$ cat src/rtl/hamming_pkg.sv
// Shared definitions for the 12-bit Hamming (8 data + 4 parity) codec:
// widths, bit-position tables and the syndrome-to-error-index map.
package hamming_pkg;

    localparam int unsigned CW_W   = 12;
    localparam int unsigned DATA_W = 8;

    typedef logic [3:0] syndrome_t;

    // Codeword positions holding d0..d7 and the four parity bits.
    localparam logic [3:0] DATA_IDX [DATA_W] = '{4'd2, 4'd4, 4'd5, 4'd6, 4'd8, 4'd9, 4'd10, 4'd11};
    localparam logic [3:0] PAR_IDX  [4]      = '{4'd0, 4'd1, 4'd3, 4'd7};

    typedef struct packed {
        logic       valid;  // syndrome points at a single codeword bit
        logic [3:0] idx;    // position of that bit
    } syn_idx_t;

    // Map a syndrome to the codeword bit to flip; 0000 and 1100..1110 are not mapped.
    function automatic syn_idx_t syn2idx(input syndrome_t s);
        syn_idx_t r;
        r.valid = 1'b1;
        r.idx   = '0;
        case (s)
            4'b0001: r.idx = 4'd0;
            4'b0011: r.idx = 4'd1;
            4'b0010: r.idx = 4'd2;
            4'b0111: r.idx = 4'd3;
            4'b0100: r.idx = 4'd4;
            4'b0101: r.idx = 4'd5;
            4'b0110: r.idx = 4'd6;
            4'b1111: r.idx = 4'd7;
            4'b1000: r.idx = 4'd8;
            4'b1001: r.idx = 4'd9;
            4'b1010: r.idx = 4'd10;
            4'b1011: r.idx = 4'd11;
            default: r.valid = 1'b0;
        endcase
        return r;
    endfunction

endpackage

$ cat src/rtl/hamming_syndrome_calc.sv
// Combinational syndrome generator for a 12-bit codeword; shared with scrub logic.
module hamming_syndrome_calc
    import hamming_pkg::*;
(
    input  logic [CW_W-1:0] cw_i,
    output syndrome_t       syn_o
);

    // Parity checks over the bit groups covered by each syndrome bit.
    always_comb begin
        syn_o[0] = cw_i[0] ^ cw_i[1] ^ cw_i[3] ^ cw_i[5] ^ cw_i[7] ^ cw_i[9] ^ cw_i[11];
        syn_o[1] = cw_i[1] ^ cw_i[2] ^ cw_i[3] ^ cw_i[6] ^ cw_i[7] ^ cw_i[10] ^ cw_i[11];
        syn_o[2] = cw_i[3] ^ cw_i[4] ^ cw_i[5] ^ cw_i[6] ^ cw_i[7];
        syn_o[3] = cw_i[7] ^ cw_i[8] ^ cw_i[9] ^ cw_i[10] ^ cw_i[11];
    end

endmodule

$ cat src/rtl/hamming_decoder.sv
// Two-stage pipelined SEC Hamming decoder (syndrome stage, correct/flag stage)
// with valid/ready on both sides. Define HAMMING_DEC_ERR_CNT_EN to add the
// saturating corrected/uncorrectable error counters and their cnt_clr input.
module hamming_decoder
    import hamming_pkg::*;
#(
    parameter int unsigned PIPE_STAGES = 2,
    parameter int unsigned CNT_W       = 16
) (
    input  logic              clk,
    input  logic              rst_n,
    input  logic              in_valid,
    output logic              in_ready,
    input  logic [CW_W-1:0]   codeword_in,
    output logic              out_valid,
    input  logic              out_ready,
    output logic [DATA_W-1:0] data_out,
    output logic              single_err,
    output logic              uncorr_err,
    output syndrome_t         syndrome_out
`ifdef HAMMING_DEC_ERR_CNT_EN
    ,
    input  logic              cnt_clr,
    output logic [CNT_W-1:0]  corr_cnt,
    output logic [CNT_W-1:0]  uncorr_cnt
`endif
);

    if (PIPE_STAGES != 2) begin : g_bad_depth
        $error("hamming_decoder: PIPE_STAGES must be 2");
    end
    if (CNT_W == 0) begin : g_bad_cnt_w
        $error("hamming_decoder: CNT_W must be non-zero");
    end

    logic              s1_valid_q, s1_valid_d;
    logic [CW_W-1:0]   s1_cw_q, s1_cw_d;
    syndrome_t         s1_syn_q, s1_syn_d;
    logic              out_valid_q, out_valid_d;
    logic [DATA_W-1:0] data_q, data_d;
    logic              single_q, single_d;
    logic              uncorr_q, uncorr_d;
    syndrome_t         syn_q, syn_d;

    syndrome_t         syn_w;
    logic              stage2_free;
    logic              accept;
    syn_idx_t          idx_r;
    logic [CW_W-1:0]   cw_fix;
    logic [DATA_W-1:0] fix_data;
    logic              fix_single;
    logic              fix_uncorr;

    hamming_syndrome_calc u_syn (
        .cw_i  (codeword_in),
        .syn_o (syn_w)
    );

    assign stage2_free = !out_valid_q | out_ready;
    assign in_ready    = !s1_valid_q | stage2_free;
    assign accept      = in_valid & in_ready;

    // Correct the stage-1 word and classify its syndrome.
    always_comb begin
        idx_r  = syn2idx(s1_syn_q);
        cw_fix = s1_cw_q;
        if (idx_r.valid) begin
            cw_fix[idx_r.idx] = ~cw_fix[idx_r.idx];
        end
        fix_data = '0;
        for (int unsigned i = 0; i < DATA_W; i++) begin
            fix_data[i] = cw_fix[DATA_IDX[i]];
        end
        fix_single = idx_r.valid;
        fix_uncorr = !idx_r.valid && (s1_syn_q != '0);
    end

    // Pipeline advance: stage 1 loads on accept, stage 2 loads whenever it is free.
    always_comb begin
        s1_valid_d  = s1_valid_q;
        s1_cw_d     = s1_cw_q;
        s1_syn_d    = s1_syn_q;
        out_valid_d = out_valid_q;
        data_d      = data_q;
        single_d    = single_q;
        uncorr_d    = uncorr_q;
        syn_d       = syn_q;

        if (accept) begin
            s1_valid_d = 1'b1;
            s1_cw_d    = codeword_in;
            s1_syn_d   = syn_w;
        end else if (stage2_free) begin
            s1_valid_d = 1'b0;
        end

        // A bubble load clears the flags; data and syndrome keep their last value.
        if (stage2_free) begin
            out_valid_d = s1_valid_q;
            single_d    = 1'b0;
            uncorr_d    = 1'b0;
            if (s1_valid_q) begin
                data_d   = fix_data;
                single_d = fix_single;
                uncorr_d = fix_uncorr;
                syn_d    = s1_syn_q;
            end
        end
    end

    // Pipeline registers.
    always_ff @(posedge clk or negedge rst_n) begin
        if (!rst_n) begin
            s1_valid_q  <= 1'b0;
            s1_cw_q     <= '0;
            s1_syn_q    <= '0;
            out_valid_q <= 1'b0;
            data_q      <= '0;
            single_q    <= 1'b0;
            uncorr_q    <= 1'b0;
            syn_q       <= '0;
        end else begin
            s1_valid_q  <= s1_valid_d;
            s1_cw_q     <= s1_cw_d;
            s1_syn_q    <= s1_syn_d;
            out_valid_q <= out_valid_d;
            data_q      <= data_d;
            single_q    <= single_d;
            uncorr_q    <= uncorr_d;
            syn_q       <= syn_d;
        end
    end

    assign out_valid    = out_valid_q;
    assign data_out     = data_q;
    assign single_err   = single_q;
    assign uncorr_err   = uncorr_q;
    assign syndrome_out = syn_q;

`ifdef HAMMING_DEC_ERR_CNT_EN
    logic [CNT_W-1:0] corr_cnt_q, corr_cnt_d;
    logic [CNT_W-1:0] uncorr_cnt_q, uncorr_cnt_d;
    logic             out_hs;

    assign out_hs = out_valid_q & out_ready;

    // Saturating error counters; clear wins over a same-cycle increment.
    always_comb begin
        corr_cnt_d   = corr_cnt_q;
        uncorr_cnt_d = uncorr_cnt_q;
        if (cnt_clr) begin
            corr_cnt_d   = '0;
            uncorr_cnt_d = '0;
        end else if (out_hs) begin
            if (single_q && (corr_cnt_q != '1)) begin
                corr_cnt_d = corr_cnt_q + 1'b1;
            end
            if (uncorr_q && (uncorr_cnt_q != '1)) begin
                uncorr_cnt_d = uncorr_cnt_q + 1'b1;
            end
        end
    end

    // Counter registers.
    always_ff @(posedge clk or negedge rst_n) begin
        if (!rst_n) begin
            corr_cnt_q   <= '0;
            uncorr_cnt_q <= '0;
        end else begin
            corr_cnt_q   <= corr_cnt_d;
            uncorr_cnt_q <= uncorr_cnt_d;
        end
    end

    assign corr_cnt   = corr_cnt_q;
    assign uncorr_cnt = uncorr_cnt_q;
`endif

endmodule

$ cat config.mk
export PLATFORM = sky130hd
export DESIGN_NAME = hamming_decoder
export DESIGN_NICKNAME = d
export VERILOG_FILES = /design/src/rtl/hamming_pkg.sv /design/src/rtl/hamming_syndrome_calc.sv /design/src/rtl/hamming_decoder.sv
export SDC_FILE = /design/constraint.sdc
export NUM_CORES = 1
export LEC_CHECK = 0
export BUFFER_PORTS_ARGS = -buffer_cell sky130_fd_sc_hd__buf_2
export CORE_MARGIN = 4
export CORE_UTILIZATION = 47
export DETAILED_ROUTE_END_ITERATION = 8
export PLACE_DENSITY = 0.79
export SYNTH_ARGS = -nofsm -noshare
export SYNTH_HDL_FRONTEND = slang
export SYNTH_SLANG_ARGS = --single-unit
$ cat constraint.sdc
create_clock -name clk -period 1.4 [get_ports clk]
set_clock_uncertainty 0.1 [all_clocks]
set_input_delay 0.14 -clock clk [delete_from_list [all_inputs] [get_ports clk]]
set_output_delay 0.14 -clock clk [all_outputs]
set_load 0.02 [all_outputs]
**Word level (Yosys, flattened, before mapping)**

Cells that the tools add are included.

- Reduce and logical (&&, ||, !) cells: 9
- Equality and inequality tests: 12
- Muxes and demuxes: 12
- Bitwise logic cells: 24
- $lt $le $gt $ge: 2

Operators by type and width:

| kind | number |
|---|---|
| 4-bit one-hot mux with 11 select lines | 1 |
| 4-bit equality test (second input constant) | 5 |
| 1-bit XOR | 20 |
| 4-bit by 3-bit equality test with 1-bit output (second input constant) | 4 |
| 12-bit bitwise mux | 1 |
| 12-bit two-way mux | 1 |
| 12-bit OR reduction | 1 |
| 4-bit by 2-bit equality test with 1-bit output (second input constant) | 2 |
| 1-bit two-way mux | 7 |
| 4-bit by 5-bit less-than comparator with 1-bit output (second input constant) | 1 |
| 1-bit binary-select mux with 4-bit select | 1 |
| 1-bit demux with 4-bit select | 1 |
| 4-bit by 1-bit equality test with 1-bit output (second input constant) | 1 |
| 4-bit by 1-bit greater-or-equal comparator with 1-bit output (second input constant) | 1 |
| 4-bit nonzero test | 1 |
| 1-bit zero test | 3 |
| 1-bit logical AND | 2 |
| 1-bit bitwise OR | 2 |
| 2-bit AND reduction | 1 |
| 2-bit nonzero test | 1 |
| 1-bit AND | 1 |
| 1-bit NOT | 1 |

- Flip-flop bits (word level): 32
- Bits of input ports: 16

**Depth between registers and ports, before layout**

Gate-level depths: netlist of run 1.

- Depth in word-level cells: 8
- Depth in mapped cells: 4
- Depth with buffers taken out: 3

**By module**

Synthesis of run 1 repeated with hierarchy kept, for this count alone.

- Cell total of the unflattened synthesis: 120
- Area total of the unflattened synthesis: 1,532.7 um^2

By module, submodules not included:

| module | instances | area an instance (um^2) | cells an instance |
|---|---|---|---|
| hamming_decoder | 1 | 1,338.8 | 109 |
| hamming_syndrome_calc | 1 | 193.9 | 11 |

**Worst setup path before layout of run 1**

OpenSTA, ideal clock, no wires.

- Kind: register -> register
- From: reg out_valid_q (netlist: out_valid)
- To: reg s1_cw_q[2]
- Stages on the path, launching flop included: 5
- Slack: -0.345 ns
- Arrival: 1.521 ns
- Library setup time: 0.125 ns
- Path buffers: 1
- Path through: dfrtp_1 -> nand3b_1 -> nand2_1 -> buf_2 -> mux2_2

- Cells in the longest elaborated chain, start to end: 4

Ends and longest elaborated chain:

| item | line | source |
|---|---|---|
| from (decl) | hamming_decoder.sv:39 | `logic out_valid_q, out_valid_d;` |
| from (signal assigned) | hamming_decoder.sv:126 | `out_valid_q <= out_valid_d;` |
| 1-bit zero test | hamming_decoder.sv:59 | `assign stage2_free = !out_valid_q \| out_ready;` |
| 1-bit bitwise OR | hamming_decoder.sv:59 |  |
| 1-bit bitwise OR | hamming_decoder.sv:60 | `assign in_ready = !s1_valid_q \| stage2_free;` |
| via in_ready | hamming_decoder.sv:13 | `output logic in_ready,` |
| 1-bit AND | hamming_decoder.sv:61 | `assign accept = in_valid & in_ready;` |
| to (signal assigned) | hamming_decoder.sv:124 | `s1_cw_q <= s1_cw_d;` |
| to (decl) | hamming_decoder.sv:37 | `logic [CW_W-1:0] s1_cw_q, s1_cw_d;` |

The timed path passes the listed nets, and every way through them passes these cells.
A chain may end at the register's enable or synchronous reset.

**Worst setup path in the final report of run 1**

- From: reg s1_syn_q[2]
- To: reg data_q[4] (netlist: data_out[4])

- Cells in the longest elaborated chain, start to end: 8
- Elaborated cells on any way between the ends: 25
- Those cells by class: 2 x order compare; 12 x eq/ne; 8 x mux; 1 x bitwise; 2 x reduce/logical

Ends and longest elaborated chain:

| item | line | source |
|---|---|---|
| from (decl) | hamming_decoder.sv:38 | `syndrome_t s1_syn_q, s1_syn_d;` |
| from (signal assigned) | hamming_decoder.sv:125 | `s1_syn_q <= s1_syn_d;` |
| 4-bit equality test, or another cell as far along | hamming_pkg.sv:24 | `case (s)` |
| 4-bit one-hot mux with 11 select lines | hamming_pkg.sv:24 |  |
| 4-bit by 5-bit less-than comparator with 1-bit output (not written as such) or 4-bit by 1-bit greater-or-equal comparator with 1-bit output (tied branches) | hamming_decoder.sv:68 | `cw_fix[idx_r.idx] = ~cw_fix[idx_r.idx];` |
| 1-bit logical AND (not written as such) | hamming_decoder.sv:68 |  |
| 1-bit two-way mux (not written as such) | hamming_decoder.sv:68 |  |
| 1-bit demux with 4-bit select | hamming_decoder.sv:68 |  |
| 12-bit bitwise mux | hamming_decoder.sv:68 |  |
| 12-bit two-way mux * | hamming_decoder.sv:67 | `if (idx_r.valid) begin` |
| to (signal assigned) | hamming_decoder.sv:127 | `data_q <= data_d;` |
| to (decl) | hamming_decoder.sv:40 | `logic [DATA_W-1:0] data_q, data_d;` |

Every way passes the cells marked *; elsewhere a longest branch is shown, timed or not. The select of a mux whose other input is x is not followed.

==> results of run 1 <==
[critical path, cell delays in order (launching register included)]
cell and delay, ns:
sky130_fd_sc_hd__dfrtp_2 0.50, sky130_fd_sc_hd__buf_4 0.17, sky130_fd_sc_hd__nor4b_4 0.27, sky130_fd_sc_hd__xnor2_1 0.20, sky130_fd_sc_hd__a21oi_1 0.11
[stage by stage]
step	std cells	area, µm²	TNS (ns)
floorplan	112	1430	-1.27
global placement	175	1650	-0.149
detailed placement	175	1650	-0.309
CTS	188	1820	-0.0679
global route	206	2090	-0.851
finish	206	2090	-0.141
[power groups by stage]
stage | clock network [mW] | logic (mW) | registers (mW)
after floorplan | 0 | 0.628 | 1.37
after global placement | 0 | 1.05 | 1.27
after detailed placement | 0 | 1.08 | 1.29
after CTS | 0.550 | 1.13 | 1.30
after global routing | 0.600 | 1.95 | 1.30
final | 0.551 | 1.85 | 1.27
[flip-flops by register name (all words and copies together), names as in the netlist]
name	count
s1_syn_q	4
s1_cw_q	8
syndrome_out	4
single_err	1
s1_valid_q	1
data_out	8
out_valid	1
uncorr_err	1
[cell usage in the layout, fill, tap and decap left out, types with 3 or more instances in the layout]
cell type	synthesis	final
sky130_fd_sc_hd__a21oi_1	18	17
sky130_fd_sc_hd__buf_2	4	30
sky130_fd_sc_hd__buf_4	0	21
sky130_fd_sc_hd__buf_6	0	6
sky130_fd_sc_hd__clkbuf_4	0	3
sky130_fd_sc_hd__dfrtp_1	28	23
sky130_fd_sc_hd__dfrtp_2	0	5
sky130_fd_sc_hd__dlygate4sd3_1	0	9
sky130_fd_sc_hd__mux2_2	16	7
sky130_fd_sc_hd__mux2_4	0	9
sky130_fd_sc_hd__nand2b_1	3	3
sky130_fd_sc_hd__nor4b_4	0	3
sky130_fd_sc_hd__nor4bb_4	0	3
sky130_fd_sc_hd__xnor2_1	13	12
sky130_fd_sc_hd__xor2_1	3	3
[worst paths after layout]
check	startpoint	to	slack (ns)
max	s1_syn_q[2]	data_out[4]	-0.06
min	codeword_in[11]	s1_cw_q[11]	0.05
max reg2reg	s1_syn_q[2]	data_out[4]	-0.06
min reg2reg	syndrome_out[3]	syndrome_out[3]	0.44
max in group asynchronous	rst_n	s1_syn_q[3]	0.53
min in group asynchronous	rst_n	data_out[4]	0.24
[area by class of cell]
class	count	area [µm²]
clock buffer	3	22.5
clock inverter	1	30.0
fill	176	712
inverter	2	7.51
multi-input combinational	74	802
sequential	28	707
tap	31	38.8
timing repair buffer	67	485
[cells in the mapped netlist]
library cell	count	area share
sky130_fd_sc_hd__dfrtp_1	28	0.50
sky130_fd_sc_hd__a21oi_1	18	0.065
sky130_fd_sc_hd__mux2_2	16	0.13
sky130_fd_sc_hd__xnor2_1	13	0.082
sky130_fd_sc_hd__buf_2	4	0.014
sky130_fd_sc_hd__clkbuf_1	3	0.0081
sky130_fd_sc_hd__nand2_1	3	0.0081
sky130_fd_sc_hd__nand2b_1	3	0.013
sky130_fd_sc_hd__nor4b_1	3	0.019
sky130_fd_sc_hd__nor4bb_1	3	0.022
sky130_fd_sc_hd__xor2_1	3	0.019
sky130_fd_sc_hd__inv_1	2	0.0054
sky130_fd_sc_hd__xnor3_1	2	0.032
sky130_fd_sc_hd__xnor3_2	2	0.034
sky130_fd_sc_hd__a22o_1	1	0.0063
sky130_fd_sc_hd__and2_1	1	0.0045
sky130_fd_sc_hd__and4bb_2	1	0.0090
sky130_fd_sc_hd__clkbuf_2	1	0.0036
sky130_fd_sc_hd__nand3b_1	1	0.0054
sky130_fd_sc_hd__nand4b_1	1	0.0063
sky130_fd_sc_hd__nor2_1	1	0.0027
sky130_fd_sc_hd__o32ai_1	1	0.0063
sky130_fd_sc_hd__or3_1	1	0.0045
[metal layers]
metal | vias to the layer above | track usage
met4 | 0 | 0.0579
met3 | 14 | 0.0360
met5 | - | 0
li1 | 522 | -
met2 | 53 | 0.294
met1 | 593 | 0.218
[kinds of logic (layout without fill, tap and decap cells)]
| family | count (synthesis) | in the layout | synth area share |
|---|---|---|---|
| DFF | 28 | 28 | 0.502 |
| AOI/OAI and AO/OA | 20 | 20 | 0.0771 |
| xor gates and xnor gates | 20 | 20 | 0.167 |
| and+or+nand+nor | 18 | 18 | 0.0941 |
| muxes | 16 | 16 | 0.129 |
| buffers and inverters | 10 | 73 | 0.0314 |
[what timing repair did]
action | CTS | global route
setup buffers | 0 | 18
setup endpoints to repair | 12 | 15
gates resized for setup | 7 | 29
hold endpoints to repair | 36 | 0
pin swaps | 0 | 19
gates cloned | 0 | 0
hold buffers | 9 | 0
==> flow_metrics.py, run 1 <==
metrics = {
    "clocking": {
        "clock_latency_ns": 0.34,
        "cts-root-buf": "sky130_fd_sc_hd__clkbuf_4",
        "tritoncts_num_sinks": 28,
        "cts.reportedPaths.clkPinSlew_ns": 0.17,
        "clock_tree_from_tritoncts": "done",
        "cts-buffers-inserted": 3,
        "cts-htree-levels": 1,
        "cts.path.max_buffers": 2,
    },
    "floorplan": {
        "coreArea_mm2": 0.00281,
        "io-pin-count": 32,
        "chipWidth_um": 62.5,
        "fp-row-count": 19,
        "floorplan.die.height_um": 62.5,
        "die-area_mm2": 0.00391,
        "initial_util": 0.498,
    },
    "drt": {
        "met1_length_um": 1630,
        "routed_via_density": 5.74,
        "routed_wirelength_um": 4060,
        "drt_initial_violations": 44,
        "vias": 1182,
        "highest-signal-layer": "met4",
        "drt_drc_violations_left": 0,
        "firstDrtPassIters": 4,
        "post_drt_wl_per_cell_um": 19.7,
        "postRouteAntennaNets": 0,
        "dr_wl_met3_um": 231,
        "wl_met2_um": 2100,
    },
    "worst_setup_path": {
        "critPathKind": "flop to flop",
        "worst_ep_required_time_ns": 1.53,
        "worst-path-max-fanout": 6,
        "critical_path_arrival_ns": 1.58,
        "critPathCaptureType": "flop",
        "worst-r2r-cell-count": 4,
        "critical_path.startpoint_type": "flop",
    },
    "finish": {
        "final_layout_size_suffix_gt1_frac": 0.549,
        "antenna_diodes": 0,
        "nNetsFinal": 192,
        "final_core_utilization": 0.746,
        "area_delta_synth_final_pct": 49.9,
    },
    "power": {
        "p_switching_mw": 1.34,
        "finalPower_mw": 3.68,
        "swShare": 0.365,
        "power_density_mw_per_mm2": 1760,
        "p_int_mw": 2.33,
        "clkPwrFrac": 0.150,
        "power.share.sequential": 0.346,
        "power.share.combinational": 0.504,
        "total_leakage_power_nw": 0.990,
        "vdd_ir_drop_max_mv": 1.01,
    },
    "timing": {
        "timing.final.crit_period_ns": 1.46,
        "fin_ws_ns": -0.0574,
        "fmax_ghz": 0.686,
        "grt_setup_unrepaired": "yes",
        "post-route-period-util": 1.04,
        "headroom_to_the_max_slew_limit": 0.589,
        "hold-worst-slack_ns": 0.0548,
        "tightest_slew_ns": 0.616,
        "finalSetupViolCount": 5,
        "timing_max_transition_violations_final": 0,
        "timing_hold_violations_final": 0,
    },
    "place": {
        "portBuffers": 31,
        "globalplace.congestion": 0.710,
        "post-place-ws_ns": -0.128,
        "dp_hpwl_um": 2120,
    },
    "run_status": {
        "status": "finished, violations left",
        "violations": "negative setup slack",
    },
    "global_route": {
        "grt_start_max_net_pins": 29,
        "first_global_vias": 1103,
        "wire_length_of_the_first_global_routing_pass_um": 5420,
        "number_of_antenna_violations_at_the_first_check_in_global_routing": 0,
        "grt.total_usage": 0.173,
        "grt_remaining_overflow": 0,
    },
    "yosys": {
        "netlist_instances": 112,
        "mappedNetlistNets": 128,
        "number_of_warnings_issued_by_yosys": 0,
        "synth.ff_latch_count": 28,
        "synthDistinctLibCells": 23,
        "netlist_area_mm2": 0.00140,
        "synthesis.area_per_instance_um2": 12.5,
        "yosysSeqAreaShare": 0.502,
    },
    "flow_run": {
        "drv.max_cap_violation_count": 0,
    },
    "min_path": {
        "hold_class": "input pin to flop",
        "holdPathStages": 3,
    },
}
Power figures use the tool's default switching activity.
==> inputs of run 2 (changes only) <==
--- a/config.mk
+++ b/config.mk
@@ -5,11 +5,11 @@
 export SDC_FILE = /design/constraint.sdc
 export NUM_CORES = 1
 export LEC_CHECK = 0
-export BUFFER_PORTS_ARGS = -buffer_cell sky130_fd_sc_hd__buf_2
 export CORE_MARGIN = 4
-export CORE_UTILIZATION = 47
+export CORE_UTILIZATION = 55
 export DETAILED_ROUTE_END_ITERATION = 8
-export PLACE_DENSITY = 0.79
+export DONT_BUFFER_PORTS = 1
+export PLACE_DENSITY = 0.78
 export SYNTH_ARGS = -nofsm -noshare
 export SYNTH_HDL_FRONTEND = slang
 export SYNTH_SLANG_ARGS = --single-unit
==> flow_metrics.py, run 2 (synthesis gave the netlist of run 1 again) <==
metrics = {
    "worst_setup_path": {
        "cp.buffers_inverters": 0,
        "worst-path-stages": 3,
        "worst-path-max-fanout": 12,
        "critical_path.cell_chain": "or3_1 > a21oi_2 > o32ai_1",
        "cp_top_family": "flip-flops",
        "worst_ep_required_time_ns": 1.52,
        "critical_path_arrival_ns": 1.49,
        "critPathCaptureType": "flop",
        "worst-r2r-cell-count": 3,
        "crit_path_max_incr_delay_ns": 0.51,
        "crit_path_start": "s1_syn_q[3]",
        "crit_slowest_cell": "sky130_fd_sc_hd__dfrtp_2",
        "critical_path.startpoint_type": "flop",
        "critPathKind": "flop to flop",
        "critical_path.reg2reg.startpoint": "s1_syn_q[3]",
    },
    "timing": {
        "fmax_ghz": 0.727,
        "headroom_to_the_max_slew_limit": 0.788,
        "timing.final.crit_period_ns": 1.38,
        "finalSetupViolCount": 0,
        "timing_max_transition_violations_final": 0,
        "fin_ws_ns": 0.0247,
        "grt_setup_unrepaired": "yes",
        "setup_total_negative_slack_ns": 0,
        "timing_hold_violations_final": 0,
        "post-route-period-util": 0.982,
        "tightest_slew_ns": 0.314,
    },
    "clocking": {
        "post-cts-setup-buffer-count": 0,
        "cts-htree-levels": 1,
        "clock_latency_ns": 0.32,
        "cts.path.max_buffers": 2,
        "cts-buffers-inserted": 3,
        "clock_tree_from_tritoncts": "done",
        "cts.reportedPaths.clkPinSlew_ns": 0.14,
        "tritoncts_num_sinks": 28,
        "cts-root-buf": "sky130_fd_sc_hd__clkbuf_4",
    },
    "finish": {
        "area_delta_synth_final_pct": 19.6,
        "antenna_diodes": 0,
        "final_layout_size_suffix_gt1_frac": 0.320,
        "nNetsFinal": 145,
        "final_cell_mix": "sky130_fd_sc_hd__dfrtp_1, sky130_fd_sc_hd__a21oi_1, sky130_fd_sc_hd__xnor2_1, sky130_fd_sc_hd__dlygate4sd3_1, sky130_fd_sc_hd__mux2_2",
        "mostFrequentLayoutCell": "sky130_fd_sc_hd__dfrtp_1",
        "final-instance-count-excl-fill": 156,
    },
    "drt": {
        "routed_wirelength_um": 2710,
        "post_drt_wl_per_cell_um": 17.4,
        "routed_via_density": 5.80,
        "drt_initial_violations": 12,
        "postRouteAntennaNets": 0,
        "vias": 905,
        "firstDrtPassIters": 4,
        "drt_drc_violations_left": 0,
    },
    "floorplan": {
        "floorplan.die.height_um": 58.4,
        "die-area_mm2": 0.00341,
        "initial_util": 0.602,
        "coreArea_mm2": 0.00232,
        "chipWidth_um": 58.4,
        "fp-row-count": 17,
        "io-pin-count": 32,
    },
    "min_path": {
        "hold_class": "input pin to flop",
        "hold_path_startpoint": "codeword_in[8]",
        "holdPathStages": 3,
    },
    "place": {
        "dp_hpwl_um": 1880,
        "globalplace.congestion": 0.743,
        "portBuffers": 0,
        "post-place-ws_ns": 0.00290,
        "placed_cells": 140,
    },
    "global_route": {
        "grt_start_max_net_pins": 29,
        "grt.total_usage": 0.164,
        "first_global_vias": 871,
        "wire_length_of_the_first_global_routing_pass_um": 4140,
        "grt_remaining_overflow": 0,
        "number_of_antenna_violations_at_the_first_check_in_global_routing": 0,
    },
    "power": {
        "power_density_mw_per_mm2": 1550,
        "total_leakage_power_nw": 0.705,
        "vdd_ir_drop_max_mv": 1.23,
    },
    "run_status": {
        "status": "finished clean",
    },
    "flow_run": {
        "drv.max_cap_violation_count": 0,
    },
}
run 2: cell types whose count changed in the layout (fill, tap and decap cells not counted), sizes merged:
cell and delta:
dlygate4sd3 +2, bufinv -1, clkbuf +1, buf -49
run 2: area by class of cell:
cell class	count	area (µm²)
Clock buffer	4	26.3
Fill cell	151	648
Inverter	2	7.51
Multi-Input combinational cell	74	704
Sequential cell	28	707
Tap cell	28	35.0
Timing Repair Buffer	20	190
run 2: worst register-to-register path: cells and delay by family, from the launching register on:
family / cells / cell delay [ns]
flip-flops: 1 / 0.51
AO/OA/AOI/OAI: 2 / 0.25
AND/OR/NAND/NOR: 1 / 0.42
run 2: through the flow:
step                total power [mW]  hold WS (ns)  cell area, µm²   util
floorplan                       2.00        -0.256            1430      -
global placement                2.14        -0.255            1480  0.639
detailed placement              2.18        -0.255            1480  0.639
CTS                             2.56        0.0568            1650  0.710
global route                    2.73        0.0544            1670  0.720
finish                          2.60        0.0553            1670  0.720
run 2: path summary, 6_finish.rpt:
check | end | slack (ns)
worst min-delay path | s1_syn_q[3] | 0.06
min in group asynchronous | out_valid | 0.12
worst max register to register | single_err | 0.02
worst max-delay path | single_err | 0.02
worst min register to register | s1_cw_q[9] | 0.46
max in group asynchronous | s1_syn_q[3] | 0.90
run 2: per-layer routing:
layer	vias to the layer above	GRT usage	part of all wire
li1	430	-	-
met1	447	0.203	0.44
met2	26	0.270	0.49
met3	2	0.0614	0.062
met4	0	0.0397	0.0081
met5	-	0	0
run 2: repair_timing:
item,in CTS,in global routing
gates cloned,0,0
endpoints found under the hold margin,38,0
gates resized for setup,3,6
hold buffers,12,0
pin swaps,0,1
endpoints found under the setup margin,10,7
run 2: report_power, final:
group	leakage (nW)	switching [mW]	internal, mW
Clock	0.0150	0.224	0.112
Combinational	0.372	0.267	0.463
Sequential	0.318	0.482	1.05
Total	0.705	0.973	1.62
==> inputs of run 3 (changes only) <==
--- a/config.mk
+++ b/config.mk
@@ -12,4 +12,5 @@
 export PLACE_DENSITY = 0.78
 export SYNTH_ARGS = -nofsm -noshare
 export SYNTH_HDL_FRONTEND = slang
+export SYNTH_HIERARCHICAL = 1
 export SYNTH_SLANG_ARGS = --single-unit
==> flow_metrics.py, run 3 <==
metrics = {
    "floorplan": {
        "die-area_mm2": 0.00370,
        "chipWidth_um": 60.8,
        "coreArea_mm2": 0.00257,
        "io-pin-count": 32,
        "floorplan.die.height_um": 60.8,
        "fp-row-count": 18,
        "initial_util": 0.597,
    },
    "worst_setup_path": {
        "critical_path.reg2reg.startpoint": "s1_syn_q[0]",
        "critical_path.cell_chain": "mux2_4 > a221o_1 > a211oi_2",
        "critical_path.startpoint_type": "flop",
        "crit_path_start": "s1_syn_q[0]",
        "cp.buffers_inverters": 0,
        "crit_path_max_incr_delay_ns": 0.46,
        "crit_slowest_cell": "sky130_fd_sc_hd__dfrtp_1",
        "critPathCaptureType": "flop",
        "worst_ep_required_time_ns": 1.56,
        "worst-path-max-fanout": 3,
        "critical_path_arrival_ns": 1.70,
        "cp_top_family": "compound AO/OA/AOI/OAI gates",
        "critPathKind": "flop to flop",
    },
    "finish": {
        "final-instance-count-excl-fill": 172,
        "layout.cell_area.non_filler_mm2": 0.00185,
        "nNetsFinal": 159,
        "antenna_diodes": 0,
        "final_cell_mix": "sky130_fd_sc_hd__dfrtp_1, sky130_fd_sc_hd__buf_4, sky130_fd_sc_hd__dlygate4sd3_1, sky130_fd_sc_hd__mux2_1, sky130_fd_sc_hd__mux2_2",
        "final_layout_size_suffix_gt1_frac": 0.289,
        "mostFrequentLayoutCell": "sky130_fd_sc_hd__dfrtp_1",
        "final_core_utilization": 0.722,
        "area_delta_synth_final_pct": 20.9,
    },
    "yosys": {
        "synthDistinctLibCells": 36,
        "async_reset_ff_frac": 1.00,
        "top_cells_by_instance_count_after_synthesis": "sky130_fd_sc_hd__dfrtp_1, sky130_fd_sc_hd__mux2_1, sky130_fd_sc_hd__mux2_2",
        "synthTopCellsByArea": "sky130_fd_sc_hd__dfrtp_1, sky130_fd_sc_hd__xnor3_1, sky130_fd_sc_hd__mux2_1, sky130_fd_sc_hd__mux2_2, sky130_fd_sc_hd__xnor2_1",
        "mappedNetlistNets": 136,
        "synth.ff_latch_count": 28,
        "yosys.cell_count.top_type": "sky130_fd_sc_hd__dfrtp_1",
        "netlist_instances": 120,
        "netlist_area_mm2": 0.00153,
        "yosysSeqAreaShare": 0.457,
        "share_of_the_synthesized_area_in_the_top_cell_type": 0.457,
        "synth_largest_area_cell": "sky130_fd_sc_hd__dfrtp_1",
        "number_of_warnings_issued_by_yosys": 6,
        "synthesis.area_per_instance_um2": 12.8,
        "synth_enable_flop_cells": 0,
        "yosys_most_used_dff": "sky130_fd_sc_hd__dfrtp_1",
    },
    "place": {
        "dp_hpwl_um": 2240,
        "post-place-ws_ns": -0.0996,
        "portBuffers": 0,
        "placed_cells": 154,
        "placed_cell_area_mm2": 0.00162,
        "globalplace.congestion": 0.746,
    },
    "global_route": {
        "grt_start_max_net_pins": 29,
        "grt.total_usage": 0.193,
        "wire_length_of_the_first_global_routing_pass_um": 5210,
        "grt_remaining_overflow": 0,
        "first_global_vias": 1070,
        "number_of_antenna_violations_at_the_first_check_in_global_routing": 0,
    },
    "drt": {
        "postRouteAntennaNets": 0,
        "firstDrtPassIters": 4,
        "routed_via_density": 5.88,
        "routed_wirelength_um": 3130,
        "drt_drc_violations_left": 0,
        "post_drt_wl_per_cell_um": 18.2,
        "vias": 1012,
        "drt_initial_violations": 33,
    },
    "power": {
        "power_density_mw_per_mm2": 1590,
        "total_leakage_power_nw": 0.808,
        "vdd_ir_drop_max_mv": 1.16,
    },
    "clocking": {
        "tritoncts_num_sinks": 28,
        "cts.reportedPaths.clkPinSlew_ns": 0.15,
        "cts.path.max_buffers": 2,
        "cts-htree-levels": 1,
        "clock_tree_from_tritoncts": "done",
        "cts-buffers-inserted": 3,
        "cts-root-buf": "sky130_fd_sc_hd__clkbuf_4",
        "clock_latency_ns": 0.33,
    },
    "timing": {
        "timing.final.crit_period_ns": 1.54,
        "timing_max_transition_violations_final": 0,
        "finalSetupViolCount": 4,
        "timing_hold_violations_final": 0,
        "post-route-period-util": 1.10,
        "fmax_ghz": 0.650,
        "fin_ws_ns": -0.139,
        "hold-worst-slack_ns": 0.0273,
        "tightest_slew_ns": 0.400,
        "grt_setup_unrepaired": "yes",
        "headroom_to_the_max_slew_limit": 0.729,
    },
    "min_path": {
        "hold_path_startpoint": "in_valid",
        "hold_class": "input pin to flop",
    },
    "run_status": {
        "violations": "negative setup slack",
        "status": "finished, violations left",
    },
    "flow_run": {
        "drv.max_cap_violation_count": 0,
    },
}
[run 3: cell count changes in the layout (fill, tap and decap cells not counted), moves of 5 or more]
cell,change
sky130_fd_sc_hd__o21ai_0,+5
sky130_fd_sc_hd__mux2_1,+8
sky130_fd_sc_hd__a21oi_1,-11
sky130_fd_sc_hd__xnor2_1,-7
sky130_fd_sc_hd__mux2_4,-5
[run 3: logic make-up after synthesis]
kind of cell / count (synthesis) / synth area share
buf+inv: 10 / 0.0326
simple gates: 26 / 0.131
mux: 17 / 0.125
xor+xnor: 16 / 0.155
flops: 28 / 0.457
compound gates: 23 / 0.0988
[run 3: cell type report]
cell class | instances | area (µm²)
well taps | 30 | 37.5
fillers | 185 | 714
clock buffers | 3 | 22.5
flip-flops and latches | 28 | 703
multi-input cells | 82 | 810
repair buffers | 26 | 243
inverters | 2 | 7.51
clock inverters | 1 | 30.0
[run 3: power by group]
part,total (mW),internal [mW],switching [mW]
Sequential,1.40,1.04,0.356
Clock,0.529,0.290,0.239
Combinational,1.02,0.559,0.464
[run 3: worst paths after layout]
| path | end | slack, ns | depth (start not counted) |
|---|---|---|---|
| setup / recovery | data_out[6] | -0.14 | 3 |
| hold / removal | s1_cw_q[8] | 0.03 | 2 |
| setup reg to reg | data_out[6] | -0.14 | 3 |
| hold reg to reg | s1_cw_q[8] | 0.45 | 1 |
| max in group asynchronous | s1_valid_q | 0.91 | 2 |
| min in group asynchronous | data_out[6] | 0.13 | 2 |
[run 3: timing repair]
item	4_1_cts	5_1_grt
endpoints found under the setup margin	16	7
gates resized for setup	5	3
pin swaps	1	3
buffers inserted	0	2
endpoints found under the hold margin	38	0
hold buffers	12	0
[run 3: through the flow]
stage / power [mW] / setup TNS, ns
6_report: 2.95 / -0.419
5_1_grt: 3.14 / -0.666
4_1_cts: 2.90 / -0.357
3_5_place_dp: 2.30 / -0.563
3_3_place_gp: 2.25 / -0.0564
2_1_floorplan: 2.06 / -1.34
[run 3: routing by layer]
layer / global-route usage / routed length, µm / share of wire
met1: 0.246 / 1330 / 0.43
met2: 0.324 / 1580 / 0.51
met3: 0.0383 / 172 / 0.055
met4: 0.0774 / 41 / 0.013
met5: 0 / 0 / 0
